--- src/rtl/rom_req_arbiter.sv ---
// Shares one ROM command/response byte-FIFO pair between two requesters, one whole command packet at a time, round-robin.
// Latency: a grant takes one idle cycle and command bytes then pass straight through; each response byte takes 3 cycles, FIFO pop to rsp valid.
// Backpressure: cmd_almost_full stalls the granted requester, and a full tag queue blocks new grants; a held response byte waits for rspN_ready.
module rom_req_arbiter #(
    parameter int CMD_LEN = 8,
    parameter int RSP_LEN = 8,
    parameter int OUTST   = 4
) (
    input  logic       clk,
    input  logic       rst,
    input  logic       req0_valid,
    input  logic [7:0] req0_data,
    output logic       req0_ready,
    input  logic       req1_valid,
    input  logic [7:0] req1_data,
    output logic       req1_ready,
    output logic       rsp0_valid,
    output logic [7:0] rsp0_data,
    input  logic       rsp0_ready,
    output logic       rsp1_valid,
    output logic [7:0] rsp1_data,
    input  logic       rsp1_ready,
    input  logic       cmd_almost_full,
    output logic       cmd_wr_en,
    output logic [7:0] cmd_dout,
    input  logic       res_almost_empty,
    output logic       res_rd_en,
    input  logic [7:0] res_din
);

    localparam int CW = $clog2(CMD_LEN + 1);
    localparam int RW = $clog2(RSP_LEN + 1);
    localparam int PW = $clog2(OUTST);

    typedef enum logic {C_IDLE, C_BUSY} cmd_state_t;
    typedef enum logic [1:0] {R_IDLE, R_WAIT, R_HOLD} rsp_state_t;

    cmd_state_t cmd_state, cmd_state_nxt;
    rsp_state_t rsp_state, rsp_state_nxt;

    logic          gnt;
    logic          rr;
    logic [CW-1:0] byte_cnt;
    logic          grant;
    logic          grant_sel;
    logic          last_byte;

    logic [OUTST-1:0] tq_mem;
    logic [PW-1:0]    tq_wr;
    logic [PW-1:0]    tq_rd;
    logic [PW:0]      tq_cnt;
    logic             tq_full;
    logic             tq_empty;
    logic             tq_head;
    logic             tq_pop;

    logic [RW-1:0] rsp_cnt;
    logic [7:0]    hold_dat;
    logic          rsp_accept;

    assign tq_full  = (tq_cnt == (PW+1)'(OUTST));
    assign tq_empty = (tq_cnt == '0);
    assign tq_head  = tq_mem[tq_rd];

    // rr names the preferred requester; the other one wins only when the preferred one is idle
    assign grant_sel = rr ? req1_valid : !req0_valid;
    assign grant     = (cmd_state == C_IDLE) && !tq_full && (req0_valid || req1_valid);
    assign last_byte = cmd_wr_en && (byte_cnt == CW'(CMD_LEN - 1));

    always_ff @(posedge clk or posedge rst) begin
        if (rst) cmd_state <= C_IDLE;
        else     cmd_state <= cmd_state_nxt;
    end

    always_comb begin
        cmd_state_nxt = cmd_state;
        case (cmd_state)
            C_IDLE:  if (grant) cmd_state_nxt = C_BUSY;
            C_BUSY:  if (last_byte) cmd_state_nxt = C_IDLE;
            default: cmd_state_nxt = C_IDLE;
        endcase
    end

    always_comb begin
        req0_ready = 1'b0;
        req1_ready = 1'b0;
        cmd_wr_en  = 1'b0;
        cmd_dout   = 8'h00;
        if (cmd_state == C_BUSY) begin
            req0_ready = !gnt && !cmd_almost_full;
            req1_ready = gnt && !cmd_almost_full;
            cmd_wr_en  = (gnt ? req1_valid : req0_valid) && !cmd_almost_full;
            if (cmd_wr_en) cmd_dout = gnt ? req1_data : req0_data;
        end
    end

    always_ff @(posedge clk or posedge rst) begin
        if (rst) begin
            gnt      <= 1'b0;
            rr       <= 1'b0;
            byte_cnt <= '0;
        end else if (grant) begin
            gnt      <= grant_sel;
            byte_cnt <= '0;
        end else if (cmd_wr_en) begin
            byte_cnt <= byte_cnt + CW'(1);
            if (last_byte) rr <= !gnt;
        end
    end

    // Tag queue: one entry per granted packet, popped after its last response byte
    always_ff @(posedge clk or posedge rst) begin
        if (rst) begin
            tq_mem <= '0;
            tq_wr  <= '0;
            tq_rd  <= '0;
            tq_cnt <= '0;
        end else begin
            if (grant) begin
                tq_mem[tq_wr] <= grant_sel;
                tq_wr         <= tq_wr + PW'(1);
            end
            if (tq_pop) tq_rd <= tq_rd + PW'(1);
            if (grant && !tq_pop)      tq_cnt <= tq_cnt + (PW+1)'(1);
            else if (!grant && tq_pop) tq_cnt <= tq_cnt - (PW+1)'(1);
        end
    end

    assign rsp_accept = (rsp_state == R_HOLD) && (tq_head ? rsp1_ready : rsp0_ready);
    assign tq_pop     = rsp_accept && (rsp_cnt == RW'(RSP_LEN - 1));

    always_ff @(posedge clk or posedge rst) begin
        if (rst) rsp_state <= R_IDLE;
        else     rsp_state <= rsp_state_nxt;
    end

    always_comb begin
        rsp_state_nxt = rsp_state;
        case (rsp_state)
            R_IDLE:  if (!tq_empty && !res_almost_empty) rsp_state_nxt = R_WAIT;
            R_WAIT:  rsp_state_nxt = R_HOLD;
            R_HOLD:  if (rsp_accept) rsp_state_nxt = R_IDLE;
            default: rsp_state_nxt = R_IDLE;
        endcase
    end

    always_comb begin
        res_rd_en  = (rsp_state == R_IDLE) && !tq_empty && !res_almost_empty;
        rsp0_valid = (rsp_state == R_HOLD) && !tq_head;
        rsp1_valid = (rsp_state == R_HOLD) && tq_head;
        rsp0_data  = hold_dat;
        rsp1_data  = hold_dat;
    end

    always_ff @(posedge clk or posedge rst) begin
        if (rst) begin
            hold_dat <= 8'h00;
            rsp_cnt  <= '0;
        end else begin
            if (rsp_state == R_WAIT) hold_dat <= res_din;
            if (tq_pop)          rsp_cnt <= '0;
            else if (rsp_accept) rsp_cnt <= rsp_cnt + RW'(1);
        end
    end

endmodule

--- config.mk ---
export PLATFORM = sky130hd
export DESIGN_NAME = rom_req_arbiter
export DESIGN_NICKNAME = d
export VERILOG_FILES = /design/src/rtl/rom_req_arbiter.sv
export SDC_FILE = /design/constraint.sdc
export NUM_CORES = 1
export LEC_CHECK = 0
export BUFFER_PORTS_ARGS = -buffer_cell sky130_fd_sc_hd__buf_4
export CAP_MARGIN = 30
export CORE_ASPECT_RATIO = 0.75
export CORE_MARGIN = 2
export CORE_UTILIZATION = 49
export DETAILED_ROUTE_END_ITERATION = 7
export PLACE_DENSITY = 0.8
export SYNTH_ARGS = -nofsm -noshare
export SYNTH_HDL_FRONTEND = slang
export SYNTH_SLANG_ARGS = --single-unit
--- constraint.sdc ---
create_clock -name clk -period 3.7 [get_ports clk]
set_clock_uncertainty 0.1 [all_clocks]
set_input_delay 0.74 -clock clk [delete_from_list [all_inputs] [get_ports clk]]
set_output_delay 0.74 -clock clk [all_outputs]
set_load 0.01 [all_outputs]
Word-level counts from Yosys, hierarchy flattened
Index checks and enable logic that the tools add are counted.
Widths: inputs -> output; s select.
- output and inout port bits: 30
- bits in registers: 32
- word-level logic and storage cells: 88
- input bits: 32
- $lt $le $gt $ge: 3
- multiplexer cells: 26
- equality and inequality tests: 7
- bitwise logic cells: 2
- reductions and logical operators: 33
- add/sub/neg operators: 6
- operators with widths (cell ; count):
    $mux 8 ; 3
    $logic_and 1x1->1 ; 16
    $mux 4 ; 4
    $mux 1 ; 10
    $logic_not 1->1 ; 9
    $add 4x1->4 const B ; 2
    $eq 4x3->1 const B ; 2
    $lt 2x3->1 const B ; 2
    $mux 3 ; 2
    $pmux 2 s3 ; 1
    $reduce_bool 2->1 ; 3
    $add 2x1->2 const B ; 2
    $bwmux 4 ; 1
    $mux 2 ; 2
    $ne 2x2->1 const B ; 2
    $add 3x1->3 const B ; 1
    $eq 3x3->1 const B ; 1
    $logic_not 3->1 ; 1
    $reduce_and 3->1 ; 1
    $sub 3x1->3 const B ; 1
    $bmux 1 s2 ; 1
    $demux 1 s2 ; 1
    $eq 2x1->1 const B ; 1
    $eq 2x2->1 const B ; 1
    6 further kinds ; 7

Depth between registers and ports, before layout
Gate-level depths: netlist of the first run.
- word-level depth: 8
- depth in mapped cells: 10
- gate-level depth less buffers: 10

Worst setup path before layout of the first run
No wires, ideal clock.
- path kind: reg2reg
- start point: register tq_rd[0]
- end point: register tq_cnt[1]
- clock period less this slack: 2637 ps
- required time: 3475 ps
- data arrival time: 2412 ps
- path buffers: 0
- setup slack: 1063 ps
- cell stages (with the launch flop): 9
- setup time: 125 ps
- path through: dfrtp_1 -> mux4_2 -> mux2i_4 -> nor3b_1 -> inv_1 -> ha_1 -> inv_1 -> fa_1 -> mux2_2
- word-level cells in the longest chain between the ends: 8
- elaborated cells between the ends (all ways): 10
- those cells by class: mux (4); reduce/logical (6)
- RTL lines (item ; RTL line ; RTL):
    start, declared ; 50 ; logic [PW-1:0] tq_rd;
    start signal, assigned ; 123 ; if (tq_pop) tq_rd <= tq_rd + PW'(1);
    $bmux 1 s2 (*) ; 63 ; assign tq_head = tq_mem[tq_rd];
    $mux 1 (not written as such) (*) ; 63 ;
    $mux 1 (*) ; 129 ; assign rsp_accept = (rsp_state == R_HOLD) && (tq_head ? rsp1_ready : rsp0_ready);
    $logic_and 1x1->1 (*) ; 129 ;
    $logic_and 1x1->1 (*) ; 130 ; assign tq_pop = rsp_accept && (rsp_cnt == RW'(RSP_LEN - 1));
    $logic_not 1->1 ; 124 ; if (grant && !tq_pop) tq_cnt <= tq_cnt + (PW+1)'(1);
    $logic_and 1x1->1 ; 124 ;
    $mux 3 or $reduce_bool 2->1 (tied branches) ; n/a ;
    end signal, assigned ; 124 ;
    end signal, assigned ; 125 ; else if (!grant && tq_pop) tq_cnt <= tq_cnt - (PW+1)'(1);
    end, declared ; 51 ; logic [PW:0] tq_cnt;
Every way passes the cells marked *; elsewhere a longest branch is shown, timed or not. The select of a mux whose other input is x is not followed.
A chain may end at the register's enable or synchronous reset.

Worst setup path in the final report of the first run
- start point: register gnt
- end point: output cmd_dout[5]
- word-level cells in the longest chain between the ends: 4
- elaborated cells between the ends (all ways): 5
- those cells by class: mux (4); reduce/logical (1)
- RTL lines (item ; RTL line ; RTL):
    start, declared ; 41 ; logic gnt;
    start signal, assigned ; 103 ; gnt <= grant_sel;
    $mux 1 ; 92 ; cmd_wr_en = (gnt ? req1_valid : req0_valid) && !cmd_almost_full;
    $logic_and 1x1->1 ; 92 ;
    $mux 8 (*) ; 93 ; if (cmd_wr_en) cmd_dout = gnt ? req1_data : req0_data;
    $mux 8 (*) ; 89 ; if (cmd_state == C_BUSY) begin
    end, declared ; 25 ; output logic [7:0] cmd_dout,
Every way passes the cells marked *; elsewhere a longest branch is shown, timed or not.

==> qor.txt, run 1 <==
status -> finished, final reports clean
core area -> 3330 µm²
actual transition at the worst max-transition pin -> 0.804 ns
share of post-route cells with drive strength above 1 -> 0.445
DRC violations left -> 0
ant diodes -> 0
Fmax -> 329 MHz
Hold WC Path Type -> primary input to async pin
Site Rows -> 18
MaxCap Viol Count -> 0
Synth Area in Simple Gates -> 0.145
Die Y -> 55.4 µm
clk sinks -> 32
Mean Syn Cell Area -> 11.4 µm²
cell area after synthesis -> 1730 µm²
via count -> 1274
area leader, netlist -> dfrtp_1
Worst VDD drop -> 488 µV
placed insts -> 242
IO Port Bufs -> 61
Tmin final -> 3.04 ns
die area -> 4020 µm²
Syn Nets -> 192
Layout area overhead -> 32.2%
crit path capture type -> primary output
final setup fails -> 0
number of global-route vias before repair -> 1318
clk_lat worst skew -> 0.28 ns
TritonRoute pass-1 iters -> 4
via density per instance -> 5.12
total CTS buffers -> 5
post-synthesis adder-cell area fraction -> 0.0623
post-DR wirelength/cell -> 14.1 µm
Post-Synth XOR/XNOR Area -> 0.0457
filler-free cell count of the finished design -> 249
Yosys reg bits -> 32
top cells by area, synth -> dfrtp_1 46%, mux2_2 10%, mux2i_1 5.8%
post-synthesis mux area share -> 0.197
Rel. slew slack -> 0.462
cts hold-fix bufs -> 0
WS Path Type -> flop to primary output
Clock H-tree levels -> 2
1st-iter DRT viols -> 61
gr usage total -> 0.186
ANT nets after route -> 0
gpl congestion -> 0.750
largest net degree at the start of global routing -> 25
top-area cell type share of the netlist area -> 0.464
fill cell count -> 254
Setup Fix Bufs, Post-CTS -> 0
Worst-path clk slew -> 0.06 ns
Tcrit/Tclk final -> 0.822
detailed placement HPWL -> 2700 µm
setup TNS -> 0 ns
grt ovf -> 0
Gate Count Post-Synth -> 152
Nets -> 249
CTS Root Cell -> clkbuf_8
worst path required time -> 2.86 ns
final slew viol count -> 0
Netlist cell types -> 36
final-report hold violation count -> 0
Max Root-Sink Buffers -> 2
RSZ-0062 raised after global routing -> false
Starting Density -> 0.518
Seq/Total Area, Yosys -> 0.464
complex-gate fraction of the synthesized area -> 0.0232
die width -> 72.5 µm
PostCTS Resize Cnt -> 0
Pwr Density -> 786 nW/µm²
initial antenna violation count -> 0
CP arrival -> 2.20 ns
Max FO, Critical Path -> 14
CTS tree -> built
YS warnings -> 0
Leakage Power -> 0.00114 µW
main combinational cell family by area after synthesis -> multiplexers
Total Wirelength -> 3510 µm
I/O pin cnt -> 62
first-pass GRT wire length -> 5820 µm
CP Launch Type -> flop
==> placed cells by master, fill, tap and decap left out, types with 2 or more instances in the layout <==
cell / n
and3b_1: 2
xnor2_1: 2
nor3_1: 2
nor4_1: 2
buf_4: 62
nand2_1: 7
dfrtp_1: 32
mux2i_1: 10
clkbuf_8: 7
mux2_2: 16
a21oi_1: 2
inv_1: 7
nand2b_1: 2
nor3b_1: 3
nor2_1: 19
o21ai_0: 3
ha_1: 7
xor2_1: 7
nand3_1: 2
==> registers in the layout, summed over array words and instances (netlist names) <==
name / flops
rr: 1
rsp_cnt: 4
cmd_state: 1
rsp0_data: 8
rsp_state: 2
gnt: 1
tq_wr: 2
byte_cnt: 4
tq_mem: 4
tq_cnt: 3
tq_rd: 2
==> layout make-up <==
cell class | instances | area [µm²] | area share
sequential | 32 | 801 | 0.351
inverter | 7 | 26.3 | 0.0115
multi-input combinational | 100 | 817 | 0.358
clock buffer | 7 | 96.3 | 0.0422
tap | 40 | 50.0 | 0.0219
timing repair buffer | 63 | 493 | 0.216
==> cells by family after synthesis <==
kind of cell    Yosys count
simple gates             47
xor+xnor                  9
flops                    32
fa+ha+maj                 8
compound gates            7
buf+inv                  20
mux                      29
==> through the flow <==
step	cell area, µm²	total power (µW)	setup slack, ns	util	hold slack, ns
6_report	2280	1790	0.658	0.685	0.359
5_1_grt	2280	1930	0.445	0.685	0.367
4_1_cts	2280	1810	0.664	0.685	0.369
3_5_place_dp	2190	1520	0.843	0.656	0.361
3_3_place_gp	2160	1460	0.888	0.648	0.358
2_1_floorplan	1730	1240	1.06	-	0.345
==> layer usage <==
layer	global-route usage	vias up	routed length, µm
met5	0	-	0
met4	0.0503	0	31
met3	0.0730	4	141
met2	0.303	21	1850
met1	0.230	631	1480
li1	-	618	-
==> cell usage after synthesis (all sizes together) <==
library cell / n
inv: 7
or3b: 1
nor3: 3
o21ai: 3
a21oi: 2
or3: 1
mux2i: 11
buf: 11
nand3: 2
nor4: 2
dfrtp: 32
nor3b: 3
mux4: 1
nand2b: 2
a211oi: 1
a21o: 1
and3b: 2
clkbuf: 2
or2b: 1
ha: 7
xnor2: 2
and4bb: 1
nand2: 7
nor2b: 1
mux2: 17
fa: 1
xor2: 7
and4b: 1
nor2: 20
==> worst max-delay path, stage by stage, from the launching register on <==
cell	delay, ns
dfrtp_1	0.68
and4bb_2	0.30
nor2_1	0.63
nor2_1	0.13
buf_4	0.18
==> power breakdown <==
| part | internal [µW] | leakage, µW | switching (µW) | total [µW] |
|---|---|---|---|---|
| logic | 466 | 0.000700 | 363 | 830 |
| registers | 517 | 0.000386 | 161 | 678 |
| clock network | 165 | 0.0000503 | 122 | 287 |
| total | 1150 | 0.00114 | 646 | 1790 |
==> worst paths after layout <==
kind / start / end / slack [ns] / cells after the start
worst max-delay path: gnt / cmd_dout[5] / 0.66 / 4
worst min-delay path: rst / rsp0_data[3] / 0.36 / 2
worst max register to register: tq_rd[0] / tq_cnt[1] / 0.90 / 8
worst min register to register: rsp_state[0] / rsp_state[0] / 0.39 / 1
max in group asynchronous: rst / tq_mem[1] / 2.69 / 3
min in group clk: rsp_state[0] / rsp_state[0] / 0.39 / 1
(Power assumes the default switching activity.)
==> run 2, diff against run 1 <==
ABC_AREA = 1   (was not set)
CORE_UTILIZATION = 45   (was 49)
PLACE_DENSITY = 0.77   (was 0.8)
clock period = 2.47 ns   (was 3.7 ns; I/O delays follow)
==> qor.txt, run 2 <==
initial antenna violation count -> 0 (unchanged)
RSZ-0062 raised after global routing -> false (unchanged)
Starting Density -> 0.459 (was 0.518)
final-report hold violation count -> 0 (unchanged)
Leakage Power -> 0.00124 µW (was 0.00114 µW)
WS Path Type -> flop to primary output (unchanged)
Rel. slew slack -> 0.736 (was 0.462)
cts hold-fix bufs -> 0 (unchanged)
Yosys reg bits -> 32 (unchanged)
YS warnings -> 0 (unchanged)
Hold WC Path Type -> primary input to async pin (unchanged)
largest net degree at the start of global routing -> 33 (was 25)
crit path capture type -> primary output (unchanged)
Worst R2R Start -> tq_rd[0] (unchanged)
CTS Root Cell -> clkbuf_8 (unchanged)
reg2reg end -> tq_cnt[1] (unchanged)
Gate Count Post-Synth -> 203 (was 152)
Tcrit/Tclk final -> 0.889
number of global-route vias before repair -> 1363 (was 1318)
final setup fails -> 0 (unchanged)
top-area cell type share of the netlist area -> 0.438 (was 0.464)
fill cell count -> 347 (was 254)
most common cell after layout, fill and taps aside -> buf_4 (unchanged)
actual transition at the worst max-transition pin -> 0.396 ns (was 0.804 ns)
Post-synth ARST share -> 1.00 (unchanged)
cell area after synthesis -> 1830 µm² (was 1730 µm²)
die area -> 4590 µm² (was 4020 µm²)
Max FO, Critical Path -> 13 (was 14)
Syn Nets -> 243 (was 192)
MaxCap Viol Count -> 0 (unchanged)
grt ovf -> 0 (unchanged)
via density per instance -> 4.68 (was 5.12)
core area -> 3980 µm² (was 3330 µm²)
ANT nets after route -> 0 (unchanged)
via count -> 1487 (was 1274)
clk sinks -> 32 (unchanged)
final instance area -> 2410 µm² (was 2280 µm²)
Site Rows -> 20 (was 18)
Clock H-tree levels -> 2 (unchanged)
Total Wirelength -> 3500 µm (was 3510 µm)
top cells by area, synth -> dfrtp_1 44%, nand2_1 9.2%, mux2_4 6.6% (was dfrtp_1 46%, mux2_2 10%, mux2i_1 5.8%)
setup TNS -> 0 ns (unchanged)
DRC violations left -> 0 (unchanged)
worst path required time -> 1.88 ns (was 2.86 ns)
Area after DPL -> 2300 µm² (was 2190 µm²)
gpl congestion -> 0.732 (was 0.750)
share of post-route cells with drive strength above 1 -> 0.376 (was 0.445)
final slew viol count -> 0 (unchanged)
clk_lat worst skew -> 0.28 ns (about the same)
CP Launch Type -> flop (unchanged)
IO Port Bufs -> 61 (unchanged)
detailed placement HPWL -> 2620 µm (was 2700 µm)
gr usage total -> 0.172 (was 0.186)
Nets -> 302 (was 249)
first-pass GRT wire length -> 6150 µm (was 5820 µm)
Layout area overhead -> 31.8% (was 32.2%)
CTS tree -> built (unchanged)
max FFs per register -> 8 (unchanged)
Reg2Reg Setup Slack -> 0.31 ns (was 0.90 ns)
PostCTS Resize Cnt -> 0 (unchanged)
Worst-path clk slew -> 0.07 ns (was 0.06 ns)
Setup Fix Bufs, Post-CTS -> 0 (unchanged)
ant diodes -> 0 (unchanged)
Pwr Density -> 1200 nW/µm² (was 786 nW/µm²)
Most used DFF post-synth -> dfrtp_1 (unchanged)
Max Root-Sink Buffers -> 2 (unchanged)
Fmax -> 455 MHz
Netlist cell types -> 26 (was 36)
most frequent cells in the layout -> 63 x buf_4, 45 x nand2_1, 32 x dfrtp_1 (was 62 x buf_4, 32 x dfrtp_1, 19 x nor2_1)
Commonest cells post-synth -> 45 x nand2_1, 32 x dfrtp_1, 21 x inv_1 (was 32 x dfrtp_1, 19 x nor2_1, 16 x mux2_2)
die width -> 77.6 µm (was 72.5 µm)
Mean Syn Cell Area -> 9.00 µm² (was 11.4 µm²)
top-count cell post-synth -> nand2_1 (was dfrtp_1)
Tmin final -> 2.20 ns
area leader, netlist -> dfrtp_1 (unchanged)
TritonRoute pass-1 iters -> 4 (unchanged)
final core utilization -> 0.605 (was 0.685)
Multi-input gate area -> 860 µm² (was 817 µm²)
post-DR wirelength/cell -> 11.0 µm (was 14.1 µm)
Post-synth EDFFs -> 0 (unchanged)
I/O pin cnt -> 62 (unchanged)
filler-free cell count of the finished design -> 318 (was 249)
CP arrival -> 1.60 ns (was 2.20 ns)
Sequential Area -> 801 µm² (unchanged)
Seq/Total Area, Yosys -> 0.438 (was 0.464)
1st-iter DRT viols -> 33 (was 61)
status -> finished, final reports clean (unchanged)
Worst VDD drop -> 654 µV (was 488 µV)
Worst Reg2Reg Path Length in Cells -> 11 (was 8)
Die Y -> 59.2 µm (was 55.4 µm)
total CTS buffers -> 5 (unchanged)
placed insts -> 310 (was 242)
-- run 2: cell types whose count changed after synthesis, moves of 4 or more --
cell     previous run  this run
mux2i_1            10         0
inv_1               7        21
nand3_2             0         5
inv_2               0         4
xor2_1              7         2
o21ai_1             0        13
mux2_4              1         8
nor2_1             19         8
nand2_1             7        45
a21oi_1             2        13
nand3_1             2         6
mux2_2             16         1
nand2_2             0         5
-- run 2: per-stage QoR --
stage	total power, µW	hold slack [ns]	worst slack [ns]
final	2900	0.198	0.274
after global routing	3150	0.230	0.128
after CTS	2930	0.211	0.263
after detailed placement	2420	0.373	0.320
after global placement	2370	0.371	0.387
after floorplan	1990	0.351	0.443
-- run 2: report_power, final --
group | leakage, µW | internal, µW | switching (µW)
combinational | 0.000799 | 690 | 707
sequential | 0.000391 | 768 | 243
clock | 0.0000541 | 298 | 190
-- run 2: routing by layer --
| layer | up-vias | global-route usage | part of all wire |
|---|---|---|---|
| met5 | - | 0 | 0 |
| met2 | 58 | 0.258 | 0.42 |
| met1 | 660 | 0.237 | 0.49 |
| met4 | 0 | 0.0612 | 0.013 |
| met3 | 5 | 0.0549 | 0.078 |
| li1 | 764 | - | - |
-- run 2: cell families after synthesis --
family	count (synthesis)	share of synthesized area
adder cells (fa/ha/maj)	8	0.0589
AO/OA/AOI/OAI	31	0.0849
XOR/XNOR	5	0.0240
AND/OR/NAND/NOR	82	0.231
flip-flops	32	0.438
buffers and inverters	36	0.0911
multiplexers	9	0.0719
-- run 2: worst max path at each step --
stage                  start           to  slack, ns  cells after the start
floorplan           tq_rd[0]    tq_cnt[1]       0.44                     10
global placement    tq_rd[0]    tq_cnt[1]       0.39                     10
detailed placement  tq_rd[0]    tq_cnt[1]       0.32                     11
CTS                      gnt  cmd_dout[4]       0.26                      6
global route        tq_rd[0]    tq_cnt[2]       0.13                     13
finish                   gnt  cmd_dout[4]       0.27                      6
-- run 2: area by class of cell --
type / count / share of cell area
sequential: 32 / 0.333
clock buffer: 5 / 0.0286
tap: 55 / 0.0286
clock inverter: 3 / 0.0177
multi-input combinational: 135 / 0.357
inverter: 25 / 0.0390
timing repair buffer: 63 / 0.196
-- run 2: critical path, stage by stage (launching register included) --
cell and delay, ns:
dfrtp_1 0.52, inv_1 0.14, nand2_1 0.05, nand2_1 0.06, nand3_2 0.21, a21oi_1 0.20
buf_4 0.14
